[src/rtl/fir_pkg.sv]
// Shared definitions for the FIR sandbox blocks: sample width, stimulus mode
// encodings, stimulus FSM state encoding and the PRBS LFSR tap mask.
package fir_pkg;

    localparam int DATA_W = 8;

    typedef enum logic [1:0] {
        MODE_IMPULSE = 2'd0,
        MODE_STEP    = 2'd1,
        MODE_SQUARE  = 2'd2,
        MODE_PRBS    = 2'd3
    } fir_mode_t;

    typedef enum logic [1:0] {
        ST_IDLE = 2'd0,
        ST_RUN  = 2'd1,
        ST_FIN  = 2'd2
    } fir_state_t;

    // x^8 + x^6 + x^5 + x^4 + 1 as feedback taps on state bits 7,5,4,3
    localparam logic [7:0] LFSR_TAPS = 8'hB8;

endpackage

[src/rtl/fir_lfsr8.sv]
// 8-bit Fibonacci LFSR: loads SEED on rst, shifts left by one step per enable.
module fir_lfsr8 #(
    parameter logic [7:0] SEED = 8'hA5
) (
    input  logic       clk,
    input  logic       rst,
    input  logic       en,
    output logic [7:0] q
);
    import fir_pkg::*;

    always_ff @(posedge clk) begin
        if (rst) begin
            q <= SEED;
        end else if (en) begin
            q <= {q[6:0], ^(q & LFSR_TAPS)};
        end
    end

endmodule

[src/rtl/fir_stim_gen.sv]
// Programmable impulse/step/square/PRBS sample source for the fir_filter input.
// Handshake: x_valid is high for exactly one cycle per sample; x_out is only a new sample while x_valid=1.
module fir_stim_gen #(
    parameter int         DATA_W    = fir_pkg::DATA_W,
    parameter int         LEN_W     = 16,
    parameter int         DIV       = 1,
    parameter int         HALF_PER  = 4,
    parameter logic [7:0] LFSR_SEED = 8'hA5
) (
    input  logic                     clk,
    input  logic                     rst,
    input  logic                     start,
    input  logic [1:0]               mode,
    input  logic signed [DATA_W-1:0] amp,
    input  logic [LEN_W-1:0]         length,
    output logic signed [DATA_W-1:0] x_out,
    output logic                     x_valid,
    output logic                     busy,
    output logic                     done,
    output fir_pkg::fir_state_t      dbg_state
);
    import fir_pkg::*;

    localparam int DIV_W = (DIV > 1) ? $clog2(DIV) : 1;
    localparam int HP_W  = (HALF_PER > 1) ? $clog2(HALF_PER) : 1;

    fir_state_t               state_q, state_d;
    fir_mode_t                mode_q;
    logic signed [DATA_W-1:0] amp_q;
    logic [LEN_W-1:0]         len_q;
    logic [LEN_W-1:0]         idx_q;
    logic [DIV_W-1:0]         div_q;
    logic [HP_W-1:0]          sq_cnt_q;
    logic                     sq_neg_q;
    logic signed [DATA_W-1:0] last_q;
    logic [7:0]               lfsr_q;

    logic                     strobe;
    logic                     last_idx;
    logic signed [DATA_W:0]   neg_wide;
    logic signed [DATA_W-1:0] neg_amp;
    logic signed [DATA_W-1:0] sample;

    // Negation at DATA_W+1 bits so the most negative amplitude saturates
    // to the most positive code instead of wrapping back onto itself.
    always_comb begin
        neg_wide = -{amp_q[DATA_W-1], amp_q};
        if (neg_wide[DATA_W] != neg_wide[DATA_W-1]) begin
            neg_amp = neg_wide[DATA_W] ? {1'b1, {(DATA_W-1){1'b0}}}
                                       : {1'b0, {(DATA_W-1){1'b1}}};
        end else begin
            neg_amp = neg_wide[DATA_W-1:0];
        end
    end

    assign strobe   = (state_q == ST_RUN) && (div_q == '0);
    assign last_idx = (idx_q == len_q - LEN_W'(1));

    always_comb begin
        sample = '0;
        case (mode_q)
            MODE_IMPULSE: sample = (idx_q == '0) ? amp_q : '0;
            MODE_STEP:    sample = amp_q;
            MODE_SQUARE:  sample = sq_neg_q ? neg_amp : amp_q;
            MODE_PRBS:    sample = lfsr_q[0] ? amp_q : neg_amp;
            default:      sample = '0;
        endcase
    end

    always_comb begin
        state_d = state_q;
        case (state_q)
            ST_IDLE: if (start) state_d = (length == '0) ? ST_FIN : ST_RUN;
            ST_RUN:  if (strobe && last_idx) state_d = ST_FIN;
            ST_FIN:  state_d = ST_IDLE;
            default: state_d = ST_IDLE;
        endcase
    end

    always_comb begin
        busy      = (state_q == ST_RUN);
        done      = (state_q == ST_FIN);
        x_valid   = strobe;
        x_out     = '0;
        dbg_state = state_q;
        if (state_q == ST_RUN) begin
            x_out = strobe ? sample : last_q;
        end
    end

    always_ff @(posedge clk) begin
        if (rst) begin
            state_q  <= ST_IDLE;
            mode_q   <= MODE_IMPULSE;
            amp_q    <= '0;
            len_q    <= '0;
            idx_q    <= '0;
            div_q    <= '0;
            sq_cnt_q <= '0;
            sq_neg_q <= 1'b0;
            last_q   <= '0;
        end else begin
            state_q <= state_d;
            if (state_q == ST_IDLE && start) begin
                mode_q   <= fir_mode_t'(mode);
                amp_q    <= amp;
                len_q    <= length;
                idx_q    <= '0;
                div_q    <= '0;
                sq_cnt_q <= '0;
                sq_neg_q <= 1'b0;
                last_q   <= '0;
            end else if (state_q == ST_RUN) begin
                div_q <= (div_q == DIV_W'(DIV - 1)) ? '0 : div_q + DIV_W'(1);
                if (strobe) begin
                    idx_q  <= idx_q + LEN_W'(1);
                    last_q <= sample;
                    if (sq_cnt_q == HP_W'(HALF_PER - 1)) begin
                        sq_cnt_q <= '0;
                        sq_neg_q <= ~sq_neg_q;
                    end else begin
                        sq_cnt_q <= sq_cnt_q + HP_W'(1);
                    end
                end
            end
        end
    end

    // The PRBS sequence only moves when a PRBS sample is actually emitted.
    fir_lfsr8 #(.SEED(LFSR_SEED)) u_lfsr (
        .clk (clk),
        .rst (rst),
        .en  (strobe && (mode_q == MODE_PRBS)),
        .q   (lfsr_q)
    );

endmodule

[config.mk]
export PLATFORM = sky130hd
export DESIGN_NAME = fir_stim_gen
export DESIGN_NICKNAME = d
export VERILOG_FILES = /design/src/rtl/fir_pkg.sv /design/src/rtl/fir_lfsr8.sv /design/src/rtl/fir_stim_gen.sv
export SDC_FILE = /design/constraint.sdc
export NUM_CORES = 1
export LEC_CHECK = 0
export ABC_AREA = 1
export BUFFER_PORTS_ARGS = -buffer_cell sky130_fd_sc_hd__buf_2
export CORE_MARGIN = 4
export CORE_UTILIZATION = 35
export DETAILED_ROUTE_END_ITERATION = 16
export PLACE_DENSITY_LB_ADDON = 0.12
export SYNTH_ARGS = -nofsm -noshare
export SYNTH_HDL_FRONTEND = slang
export SYNTH_SLANG_ARGS = --single-unit
[constraint.sdc]
create_clock -name clk -period 3.9 [get_ports clk]
set_clock_uncertainty 0.1 [all_clocks]
set_input_delay 0.195 -clock clk [delete_from_list [all_inputs] [get_ports clk]]
set_output_delay 0.195 -clock clk [all_outputs]
set_load 0.01 [all_outputs]
* Yosys cells after proc, flatten, opt, wreduce, memory -nomap -nowiden
Index checks and enable logic that the tools add are counted.
** Operators by class
- Add/sub/neg operators :: 5
- Bitwise operators :: 2
- Magnitude comparators :: 0
- Reductions and logical operators :: 13
- Multiplexer cells :: 14
- Shifts and indexed selects :: 0
- Multiply operators :: 0
- Eq/ne operators :: 10
- Divide/modulo/power cells :: 0
** Operator list (number)
- 8-bit two-way mux :: 7
- 16-bit logical NOT :: 2
- 8-bit one-hot mux with 4 select lines :: 1
- 16-bit by 1-bit adder with 16-bit output, second input constant :: 1
- 16-bit equality test :: 1
- 16-bit by 1-bit subtractor with 16-bit output, second input constant :: 1
- 9-bit negation :: 1
- 2-bit equality test, second input constant :: 4
- 2-bit two-way mux :: 4
- 8-bit XOR reduction :: 1
- 2-bit by 1-bit equality test with 1-bit output, second input constant :: 2
- 1-bit logical AND :: 4
- 2-bit logical NOT :: 2
- 2-bit one-hot mux with 2 select lines :: 1
- 2-bit AND reduction :: 2
- 3-bit AND reduction :: 1
- 2-bit by 1-bit adder with 2-bit output, second input constant :: 1
- 2-bit by 1-bit inequality test with 1-bit output, second input constant :: 1
- 2-bit inequality test, second input constant :: 1
- 1-bit inverter :: 2
- 2-bit OR reduction :: 1
- 1-bit adder, second input constant :: 1
- 1-bit two-way mux :: 1
- 1-bit inequality test :: 1
** Storage, ports and cells
- Bits in read-only memories :: 0
- Memories kept :: 0
- Memory bits (writable) :: 0
- Bits in latches :: 0
- Register bits :: 64

* Depth between registers and ports, before layout
Gate-level depths: netlist of the first run.
- Depth after elaboration :: 7
- Gate-level depth with buffers :: 14
- Gate-level depth less buffers :: 14

* Modules after synthesis
Synthesis of the first run repeated with hierarchy kept, for this count alone.
** Unflattened totals
- Cells, all modules :: 556
- Area, all modules :: 3547.2 um^2
** By module, submodules not included
- fir_stim_gen :: cells each 508, instances 1, sequential area each 940.9 um^2, area an instance 3209.3 um^2
- fir_lfsr8 :: cells each 48, instances 1, sequential area each 160.2 um^2, area an instance 337.8 um^2

* Worst setup path after synthesis of the first run
Ideal clock, no wire load.
- Path type :: register to output
- Start point :: register amp_q[0]
- End point :: output port x_out[5]
- Data required time :: 3.605 ns
- Cell stages (with the launch flop) :: 12
- Data arrival time :: 1.545 ns
- Path slack :: 2.060 ns
- Path through :: dfxtp_1 inv_2 ha_1 nand3_4 nor2_4 a21oi_1 nand4_2 buf_6 nand3_1 nand3_2 nand2_2 inv_1
** Between the ends
- Longest elaborated chain between the ends :: 7
- Elaborated cells on any way between the ends :: 9
** Ends and longest elaborated chain
- start: declaration :: RTL line fir_stim_gen.sv:29 : logic signed [DATA_W-1:0] amp_q;
- start signal: assignment :: RTL line fir_stim_gen.sv:106 : amp_q <= amp;
- 9-bit negation * :: RTL line fir_stim_gen.sv:47 : neg_wide = -{amp_q[DATA_W-1], amp_q};
- 8-bit two-way mux or 1-bit inequality test (tied branches) :: RTL line fir_stim_gen.sv:49, fir_stim_gen.sv:48
- 8-bit two-way mux * :: RTL line fir_stim_gen.sv:48 : if (neg_wide[DATA_W] != neg_wide[DATA_W-1]) begin
- 8-bit two-way mux, on equally long branches :: RTL line fir_stim_gen.sv:65, fir_stim_gen.sv:64
- 8-bit one-hot mux with 4 select lines * :: RTL line fir_stim_gen.sv:61 : case (mode_q)
- 8-bit two-way mux *
- 8-bit two-way mux * :: RTL line fir_stim_gen.sv:86 : if (state_q == ST_RUN) begin
- end: declaration :: RTL line fir_stim_gen.sv:16 : output logic signed [DATA_W-1:0] x_out,
Every way passes the cells marked *; elsewhere a longest branch is shown, timed or not.

* Worst setup path in the final report of the first run
Ends and elaborated chain as after synthesis.

==> flow_metrics.py, run 1 <==
metrics = {
    "floorplanning": {
        "dieArea_sq_um": 11570,
        "core-area_sq_um": 9729,
        "die_y_microns": 107.6,
        "die_x_microns": 107.6,
        "start_util": 0.3566,
        "top_level_ports": 42,
        "placementRows": 36,
    },
    "grt": {
        "grt_pass1_vias": 3278,
        "grt_pass1_wl_microns": 15610,
        "grt-ovfl-total": 0,
        "antenna_found_initial": 0,
        "grtUsageTotal": 0.1668,
        "grt_max_degree": 44,
    },
    "detailed_routing": {
        "drtAntennaViolNets": 0,
        "wirelength_microns": 9199,
        "via_per_inst": 4.908,
        "route.detailed.drc": 0,
        "drtIter0Drc": 173,
        "vias": 3431,
        "dr.pass1.iters": 5,
        "routedWlPerCell_microns": 13.16,
    },
    "critical_path": {
        "path_max_fanout": 14,
        "cp_data_arrival_time_ns": 2.22,
        "cp.required_ns": 3.61,
        "ff2ff_path_depth": 5,
        "cp-end-kind": "output pin",
        "r2r_setup_slack_ns": 1.76,
        "rr_startpoint": "dbg_state[0]$_SDFFE_PP0P_",
        "worstReg2RegEnd": "u_lfsr.q[1]$_SDFFE_PP0P_",
        "crit_type": "reg2out",
        "startpoint_type": "register",
    },
    "clock_network": {
        "clockRootBuffer": "clkbuf_8",
        "clk-insertion-delay-late_ns": 0.31,
        "h-tree-depth": 2,
        "postCtsHoldBufs": 1,
        "cts_setup_buffers": 0,
        "clk_pin_slew_ns": 0.10,
        "cts_buffers": 5,
        "post_cts_resized": 0,
        "cts_tree": "yes",
        "clock_path_buffers": 2,
        "cts_sinks": 55,
    },
    "power": {
        "p_leak_nw": 1.692,
        "ir_worst_vdd_mv": 0.1446,
        "p_per_area_nw_per_um2": 351.1,
        "p_total_w": 0.001359,
    },
    "finish": {
        "layout_commonest_cell": "nand2_1",
        "area_growth_pct": 11.54,
        "seqCellArea_sq_um": 1101,
        "final_net_count": 599,
        "utilization": 0.3978,
        "n_antenna_cell": 0,
        "drive_gt1_frac": 0.1396,
        "fillerInstances": 1064,
        "mostFrequentLayoutCells": "nand2_1 (104), nor2_1 (66), inv_1 (56)",
        "multi_input_area_sq_um": 2049,
    },
    "logic_synthesis": {
        "synth_edf_count": 0,
        "avgSynthCellArea_sq_um": 6.522,
        "syn_nets": 566,
        "synth.ff_latch_count": 55,
        "ys_types": 35,
        "syn-instance-count": 532,
        "async_reset_ff_frac": 0,
        "synth_ff_type": "dfxtp_1",
        "yosysWarnings": 0,
        "ys_seq_area_frac": 0.3173,
        "netlist_area_sq_um": 3470,
    },
    "sta": {
        "fin_crit_sh": 0.6454,
        "max_slew_margin": 0.3379,
        "finalSetupTns_ns": 0,
        "hold_viol": 0,
        "min_period_ns": 2.517,
        "rsz0062_at_grt": "false",
        "finalSetupViolations": 0,
        "timing.final.ws_setup_ns": 1.383,
        "drv_slew": 0,
        "whs_ns": 0.05381,
        "max_freq_ghz": 0.3973,
        "worst_pin_slew_ns": 0.9855,
    },
    "run_status": {
        "status": "completed",
    },
    "placement": {
        "port_buffers": 41,
        "place_hpwl_microns": 6960,
        "globalplace.congestion": 0.9045,
        "dp_slack_ns": 1.707,
    },
    "min_path": {
        "hold_path_end": "len_q[7]$_SDFFE_PP0P_",
        "hold_class": "in2reg",
        "hold_path_depth": 3,
        "worstHoldStart": "length[7]",
    },
    "flow_run": {
        "drv_cap": 0,
    },
}
==> critical path: stages (launching register included) <==
cell and delay, ns:
dfxtp_1 0.39, inv_2 0.08, ha_1 0.25, nand3_4 0.12, nor2_4 0.05, a21oi_1 0.20, nand4_2 0.31, nand3_1 0.21
nand3_2 0.09, nand2_2 0.06, inv_1 0.03, buf_2 0.12
==> metal layers <==
metal / track usage / share of wire / vias to the layer above / wire length, microns
met5: 0 / 0 / - / 0
met4: 0.03517 / 0.0078 / 0 / 72
met3: 0.02579 / 0.042 / 7 / 385
met2: 0.2687 / 0.44 / 63 / 4054
met1: 0.2358 / 0.51 / 1567 / 4685
li1: - / - / 1794 / -
==> power breakdown <==
part | internal, W | switching, W
registers | 0.000592 | 0.0000370
clock network | 0.000129 | 0.000202
logic | 0.000144 | 0.000254
total | 0.000866 | 0.000493
==> flip-flops by register name, indices dropped and copies added (netlist names) <==
name,flops
amp_q,8
idx_q,16
len_q,16
dbg_state,2
sq_cnt_q,2
mode_q,2
u_lfsr.q,8
sq_neg_q,1
==> synth_stat cells (all sizes together), types with 3 or more instances <==
| master | number | area (sq um) |
|---|---|---|
| o21ai | 54 | 270.3 |
| ha | 5 | 62.56 |
| nand3 | 47 | 272.8 |
| nor3 | 7 | 40.04 |
| xnor2 | 14 | 122.6 |
| nand4 | 8 | 62.56 |
| xor2 | 11 | 96.34 |
| clkbuf | 11 | 41.29 |
| nand2 | 109 | 421.7 |
| buf | 6 | 41.28 |
| a21oi | 52 | 260.3 |
| and2 | 3 | 18.77 |
| dfxtp | 55 | 1101 |
| nor2 | 74 | 312.8 |
| nand3b | 4 | 30.03 |
| nor4 | 3 | 18.77 |
| inv | 62 | 232.7 |
==> worst max-delay path by stage <==
stage | to | depth (start not counted) | start | slack (ns)
4_1_cts | x_out[5] | 11 | amp_q[0]$_SDFFE_PP0P_ | 1.35
3_5_place_dp | x_out[5] | 11 | amp_q[0]$_SDFFE_PP0P_ | 1.71
2_1_floorplan | x_out[5] | 11 | amp_q[0]$_SDFFE_PP0P_ | 2.06
3_3_place_gp | x_out[5] | 11 | amp_q[0]$_SDFFE_PP0P_ | 1.72
6_report | x_out[5] | 11 | amp_q[0]$_SDFFE_PP0P_ | 1.38
5_1_grt | x_out[5] | 11 | amp_q[0]$_SDFFE_PP0P_ | 1.13
==> stage by stage <==
step | std cells | cell area [sq um]
after floorplan | 532 | 3470
after global placement | 690 | 3766
after detailed placement | 690 | 3766
after CTS | 699 | 3870
after global routing | 699 | 3870
final | 699 | 3870
==> cells by family (layout without fill, tap and decap cells) <==
group / after synthesis / in the layout / share of synthesized area
simple gates: 257 / 257 / 0.3430
fa+ha+maj: 5 / 5 / 0.01803
compound gates: 109 / 109 / 0.1598
xor+xnor: 26 / 26 / 0.06996
flops: 55 / 55 / 0.3173
buf+inv: 80 / 114 / 0.09195
==> cell type report <==
class,instances,area share
multi-input combinational,397,0.5296
sequential,55,0.2845
inverter,63,0.06111
timing repair buffer,43,0.05755
tap,133,0.04300
clock buffer,5,0.01778
clock inverter,3,0.006466
No activity file was read; power rests on OpenSTA's default activity.
==> inputs of run 2 (changes only) <==
- clock period: 3.9 -> 2.04 ns (I/O delays scaled with it)
==> run 2 against run 1 <==
  * The flow now finishes with violations (setup timing)
  * Worst hold slack worse by 0.052 ns
  * Sequential power up 91%
  * Final cell count rose by 5.6%
  * Sequential cell count unchanged
  * Final area grew 13%
  * Combinational power increased by 130%
  * Critical path type unchanged
  * Critical endpoint is now x_out[0]
  * Highest routed layer unchanged
==> flow_metrics.py, run 2 (synthesized netlist as in run 1, its figures left out) <==
metrics = {
    "critical_path": {
        "path_max_fanout": 7,
        "crit_type": "reg2out",
        "cp-end-kind": "output pin",
        "startpoint_type": "register",
        "cp.required_ns": 1.84,
        "cp_data_arrival_time_ns": 1.94,
    },
    "floorplanning": {
        "core-area_sq_um": 9729,
        "placementRows": 36,
        "dieArea_sq_um": 11570,
        "die_x_microns": 107.6,
        "die_y_microns": 107.6,
        "top_level_ports": 42,
        "start_util": 0.3566,
    },
    "sta": {
        "finalSetupViolations": 7,
        "max_slew_margin": 0.5959,
        "rsz0062_at_grt": "true",
        "worst_pin_slew_ns": 0.6055,
        "timing.final.ws_setup_ns": -0.1000,
        "drv_slew": 0,
        "hold_viol": 0,
        "min_period_ns": 2.140,
        "max_freq_ghz": 0.4673,
        "fin_crit_sh": 1.049,
        "finalSetupTns_ns": -0.5909,
    },
    "clock_network": {
        "clock_path_buffers": 2,
        "cts_sinks": 55,
        "clockRootBuffer": "clkbuf_8",
        "cts_tree": "yes",
        "h-tree-depth": 2,
        "clk-insertion-delay-late_ns": 0.30,
        "cts_buffers": 5,
        "clk_pin_slew_ns": 0.09,
    },
    "placement": {
        "globalplace.congestion": 0.8922,
        "port_buffers": 41,
        "place_hpwl_microns": 7131,
    },
    "detailed_routing": {
        "via_per_inst": 4.870,
        "route.detailed.drc": 0,
        "drtIter0Drc": 172,
        "wirelength_microns": 9488,
        "vias": 3594,
        "routedWlPerCell_microns": 12.86,
        "dr.pass1.iters": 4,
        "drtAntennaViolNets": 0,
    },
    "finish": {
        "utilization": 0.4501,
        "top_regs": "idx_q (16), len_q (16)",
        "area_growth_pct": 26.22,
        "final_net_count": 639,
        "layout_commonest_cell": "nand2_1",
        "n_antenna_cell": 0,
        "drive_gt1_frac": 0.2264,
        "mostFrequentLayoutCells": "nand2_1 (96), nor2_1 (63), inv_1 (53), o21ai_0 (53), dfxtp_1 (49)",
        "seqCellArea_sq_um": 1109,
        "multi_input_area_sq_um": 2206,
        "fillerInstances": 1037,
    },
    "run_status": {
        "status": "finished with violations",
        "violations": "setup timing",
    },
    "power": {
        "p_total_w": 0.002843,
        "p_per_area_nw_per_um2": 649.2,
        "p_leak_nw": 1.912,
        "ir_worst_vdd_mv": 0.2996,
    },
    "grt": {
        "grt-ovfl-total": 0,
        "met1_usage": 0.2339,
        "grt_pass1_wl_microns": 16010,
        "use_met3": 0.02579,
        "antenna_found_initial": 0,
        "grtUsageTotal": 0.1681,
        "grt_pass1_vias": 3402,
        "grt_max_degree": 44,
        "met2_usage": 0.2771,
        "top_usage_layer": "met2",
    },
    "min_path": {
        "hold_class": "in2reg",
    },
    "flow_run": {
        "drv_cap": 0,
    },
}
-- run 2: cell types whose count changed in the layout (fill, tap and decap cells not counted), sizes merged --
cell	before	now
nand4	8	9
clkinv	3	1
buf	42	66
dlygate4sd3	1	16
bufinv	0	1
-- run 2: critical path: stages, from the launching register on --
cell     delay [ns]
dfxtp_2        0.33
inv_2          0.07
ha_4           0.15
nand3_4        0.08
nor2_4         0.15
nand2_2        0.09
nand2_4        0.11
nand3_4        0.14
nand2_2        0.13
nand3_2        0.09
nand3_2        0.08
nand2_1        0.05
inv_1          0.05
buf_2          0.12
-- run 2: worst paths after layout --
check,startpoint,to,slack (ns),cells after the start
max,amp_q[1]$_SDFFE_PP0P_,x_out[0],-0.10,13
min,amp[4],amp_q[4]$_SDFFE_PP0P_,0.002,3
max reg2reg,len_q[5]$_SDFFE_PP0P_,dbg_state[0]$_SDFFE_PP0P_,0.20,12
min reg2reg,u_lfsr.q[1]$_SDFFE_PP0P_,u_lfsr.q[1]$_SDFFE_PP0P_,0.37,2
-- run 2: through the flow --
| step | cell area (sq um) | setup slack (ns) | hold WS (ns) | instances |
|---|---|---|---|---|
| CTS | 4348 | -0.1132 | 0.002765 | 738 |
| floorplan | 3470 | 0.2934 | 0.07107 | 532 |
| finish | 4379 | -0.1000 | 0.001792 | 738 |
| detailed placement | 3909 | -0.1030 | 0.2434 | 709 |
| global placement | 3909 | 0.06595 | 0.2416 | 709 |
| global route | 4379 | -0.2350 | 0.03004 | 738 |
-- run 2: layout make-up --
class                   count  area share
clock buffers               5     0.01571
clock inverters             2    0.008571
inverters                  63     0.05457
multi-input cells         398      0.5037
flip-flops and latches     55      0.2531
well taps                 133     0.03800
repair buffers             82      0.1263
-- run 2: repair_timing --
| item | in CTS | in global routing |
|---|---|---|
| pin swaps | 10 | 5 |
| gates cloned | 1 | 0 |
| hold buffers | 16 | 0 |
| endpoints found under the hold margin | 17 | 0 |
| buffers inserted | 5 | 1 |
| gates resized for setup | 33 | 11 |
| endpoints found under the setup margin | 8 | 10 |
-- run 2: routing by layer --
| layer | share of wire | routed length, microns | vias up |
|---|---|---|---|
| li1 | - | - | 1876 |
| met3 | 0.048 | 456 | 6 |
| met1 | 0.49 | 4634 | 1646 |
| met5 | 0 | 0 | - |
| met2 | 0.46 | 4327 | 66 |
| met4 | 0.0074 | 70 | 0 |
-- run 2: where the power goes --
part / internal, W / switching, W / leakage (nW)
registers: 0.00113 / 0.0000698 / 0.452
clock network: 0.000359 / 0.000346 / 0.0502
logic: 0.000376 / 0.000559 / 1.41
total: 0.00187 / 0.000975 / 1.91
==> inputs of run 3 (changes only) <==
==> constraint.sdc (replaced) <==
create_clock -name clk -period 2.7 [get_ports clk]
set_clock_uncertainty 0.1 [all_clocks]
set_input_delay 0 -clock clk [delete_from_list [all_inputs] [get_ports clk]]
set_output_delay 0 -clock clk [all_outputs]
set_load 0.005 [all_outputs]
==> run 3 against run 2 <==
  * The run now ends clean
  * Global-route usage is 0.21 points lower
  * Utilization is 2.3 points lower
  * Register-to-register slack better by 0.47 ns
  * Sequential power is 24% lower
  * First-iteration DRC count is 2.9% higher
  * Sequential share of layout area is 1.2 points higher
  * Total power is 28% lower
  * Routed wire length is 0.24% higher
  * Worst hold slack better by 0.0097 ns
  * Non-clock buffer count is 11 lower
  * Via count is 3.0% lower
  * Clock-buffer cell count stayed put
  * Critical path type unchanged
  * Largest power group unchanged
==> flow_metrics.py, run 3 (synthesized netlist as in run 1, its figures left out) <==
metrics = {
    "run_status": {
        "status": "completed",
    },
    "min_path": {
        "worstHoldStart": "length[0]",
        "hold_path_end": "len_q[0]$_SDFFE_PP0P_",
        "hold_path_depth": 3,
        "hold_class": "in2reg",
    },
    "sta": {
        "fin_crit_sh": 0.8716,
        "rsz0062_at_grt": "false",
        "finalSetupViolations": 0,
        "whs_ns": 0.01149,
        "min_period_ns": 2.353,
        "finalSetupTns_ns": 0,
        "max_slew_margin": 0.5466,
        "max_freq_ghz": 0.4249,
        "drv_slew": 0,
        "worst_pin_slew_ns": 0.6794,
        "hold_viol": 0,
        "timing.final.ws_setup_ns": 0.3467,
    },
    "floorplanning": {
        "die_x_microns": 107.6,
        "core-area_sq_um": 9729,
        "placementRows": 36,
        "dieArea_sq_um": 11570,
        "start_util": 0.3566,
        "die_y_microns": 107.6,
        "top_level_ports": 42,
    },
    "detailed_routing": {
        "drtAntennaViolNets": 0,
        "routedWlPerCell_microns": 13.10,
        "via_per_inst": 4.800,
        "dr.pass1.iters": 4,
        "vias": 3485,
        "route.detailed.drc": 0,
        "wirelength_microns": 9511,
        "drtIter0Drc": 177,
    },
    "clock_network": {
        "clock_path_buffers": 2,
        "clk-insertion-delay-late_ns": 0.31,
        "post_cts_resized": 0,
        "cts_tree": "yes",
        "cts_sinks": 55,
        "clockRootBuffer": "clkbuf_8",
        "clk_pin_slew_ns": 0.11,
        "h-tree-depth": 2,
        "cts_buffers": 5,
    },
    "critical_path": {
        "rr_startpoint": "dbg_state[0]$_SDFFE_PP0P_",
        "startpoint_type": "register",
        "slowest_stage": "dfxtp_1",
        "ff2ff_path_depth": 9,
        "worstReg2RegEnd": "idx_q[14]$_SDFFE_PP0P_",
        "cp-end-kind": "output pin",
        "path_delay_family": "simple AND/OR/NAND/NOR gates",
        "r2r_setup_slack_ns": 0.67,
        "cp.required_ns": 2.60,
        "path_max_fanout": 14,
        "crit_type": "reg2out",
        "crit_path_frequent_cell": "nand2_2",
        "cpPeakStageDelay_ns": 0.35,
        "crit_chain": "inv_2 > ha_1 > nand3_4 > nor2_4 > nand2_1 > nand2_2 > nand4_2 > nand3_1 > nand3_2 > nand2_2 > inv_1 > buf_2",
        "cp_data_arrival_time_ns": 2.25,
        "worst-path-buf-inv": 3,
    },
    "placement": {
        "dpl.cell_count": 692,
        "dp_slack_ns": 0.6407,
        "place_hpwl_microns": 7047,
        "dpl-instance-area_sq_um": 3781,
        "port_buffers": 41,
        "globalplace.congestion": 0.8104,
    },
    "finish": {
        "multi_input_area_sq_um": 2049,
        "mostFrequentLayoutCells": "nand2_1 (104), nor2_1 (66), inv_1 (56)",
        "layoutNonFillerInstCount": 726,
        "fillerInstances": 1040,
        "area_growth_pct": 19.83,
        "seqCellArea_sq_um": 1101,
        "design_area_sq_um": 4158,
        "top_regs": "idx_q (16), len_q (16)",
        "final_net_count": 627,
        "layout_commonest_cell": "nand2_1",
        "drive_gt1_frac": 0.1349,
        "n_antenna_cell": 0,
    },
    "grt": {
        "grt_max_degree": 44,
        "grtUsageTotal": 0.1660,
        "grt_pass1_wl_microns": 15480,
        "grt_pass1_vias": 3167,
        "grt-ovfl-total": 0,
        "antenna_found_initial": 0,
    },
    "power": {
        "p_leak_nw": 1.817,
        "ir_worst_vdd_mv": 0.2074,
        "p_per_area_nw_per_um2": 494.4,
    },
    "flow_run": {
        "drv_cap": 0,
    },
}
run 3: cell count changes in the layout (fill, tap and decap cells not counted), moves of 7 or more:
cell	delta
buf_4	-22
dlygate4sd3_1	+11
nand2_1	+8
nand2_2	-7
run 3: report_power, final:
part | internal, W | switching, W
Combinational | 0.000233 | 0.000359
Clock | 0.000272 | 0.000282
Sequential | 0.000855 | 0.0000538
Total | 0.00136 | 0.000695
run 3: timing repair:
item,in CTS,in global routing
hold buffers,27,0
setup buffers,0,0
endpoints found under the hold margin,31,0
run 3: layer usage:
| layer | GRT usage | routed length [microns] | up-vias |
|---|---|---|---|
| met2 | 0.2700 | 4346 | 67 |
| met3 | 0.02579 | 422 | 6 |
| met5 | 0 | 0 | - |
| met1 | 0.2340 | 4674 | 1560 |
| li1 | - | - | 1852 |
| met4 | 0.03066 | 68 | 0 |
run 3: final cells by class:
cell class	instances	share of cell area
Clock buffer	5	0.01655
Clock inverter	2	0.009028
Inverter	63	0.05688
Multi-Input combinational cell	397	0.4929
Sequential cell	55	0.2648
Tap cell	133	0.04002
Timing Repair Buffer	71	0.1198
run 3: through the flow:
| step | power, W | util |
|---|---|---|
| floorplan | 0.001356 | - |
| global placement | 0.001484 | 0.3886 |
| detailed placement | 0.001492 | 0.3886 |
| CTS | 0.002084 | 0.4273 |
| global route | 0.002205 | 0.4273 |
| finish | 0.002056 | 0.4273 |
run 3: worst min-delay path: cells and delay by family:
family	cells	cell delay (ns)
AOI/OAI and AO/OA	2	0.29
buffers and inverters	1	0.09
run 3: worst max path at each step:
| stage | depth (start not counted) | end | from | slack [ns] |
|---|---|---|---|---|
| 6_report | 12 | x_out[5] | amp_q[0]$_SDFFE_PP0P_ | 0.35 |
| 5_1_grt | 12 | x_out[6] | amp_q[0]$_SDFFE_PP0P_ | 0.15 |
| 4_1_cts | 12 | x_out[5] | amp_q[0]$_SDFFE_PP0P_ | 0.33 |
| 3_5_place_dp | 9 | idx_q[14]$_SDFFE_PP0P_ | dbg_state[0]$_SDFFE_PP0P_ | 0.64 |
| 3_3_place_gp | 10 | idx_q[15]$_SDFFE_PP0P_ | dbg_state[0]$_SDFFE_PP0P_ | 0.69 |
| 2_1_floorplan | 10 | idx_q[14]$_SDFFE_PP0P_ | idx_q[1]$_SDFFE_PP0P_ | 1.00 |
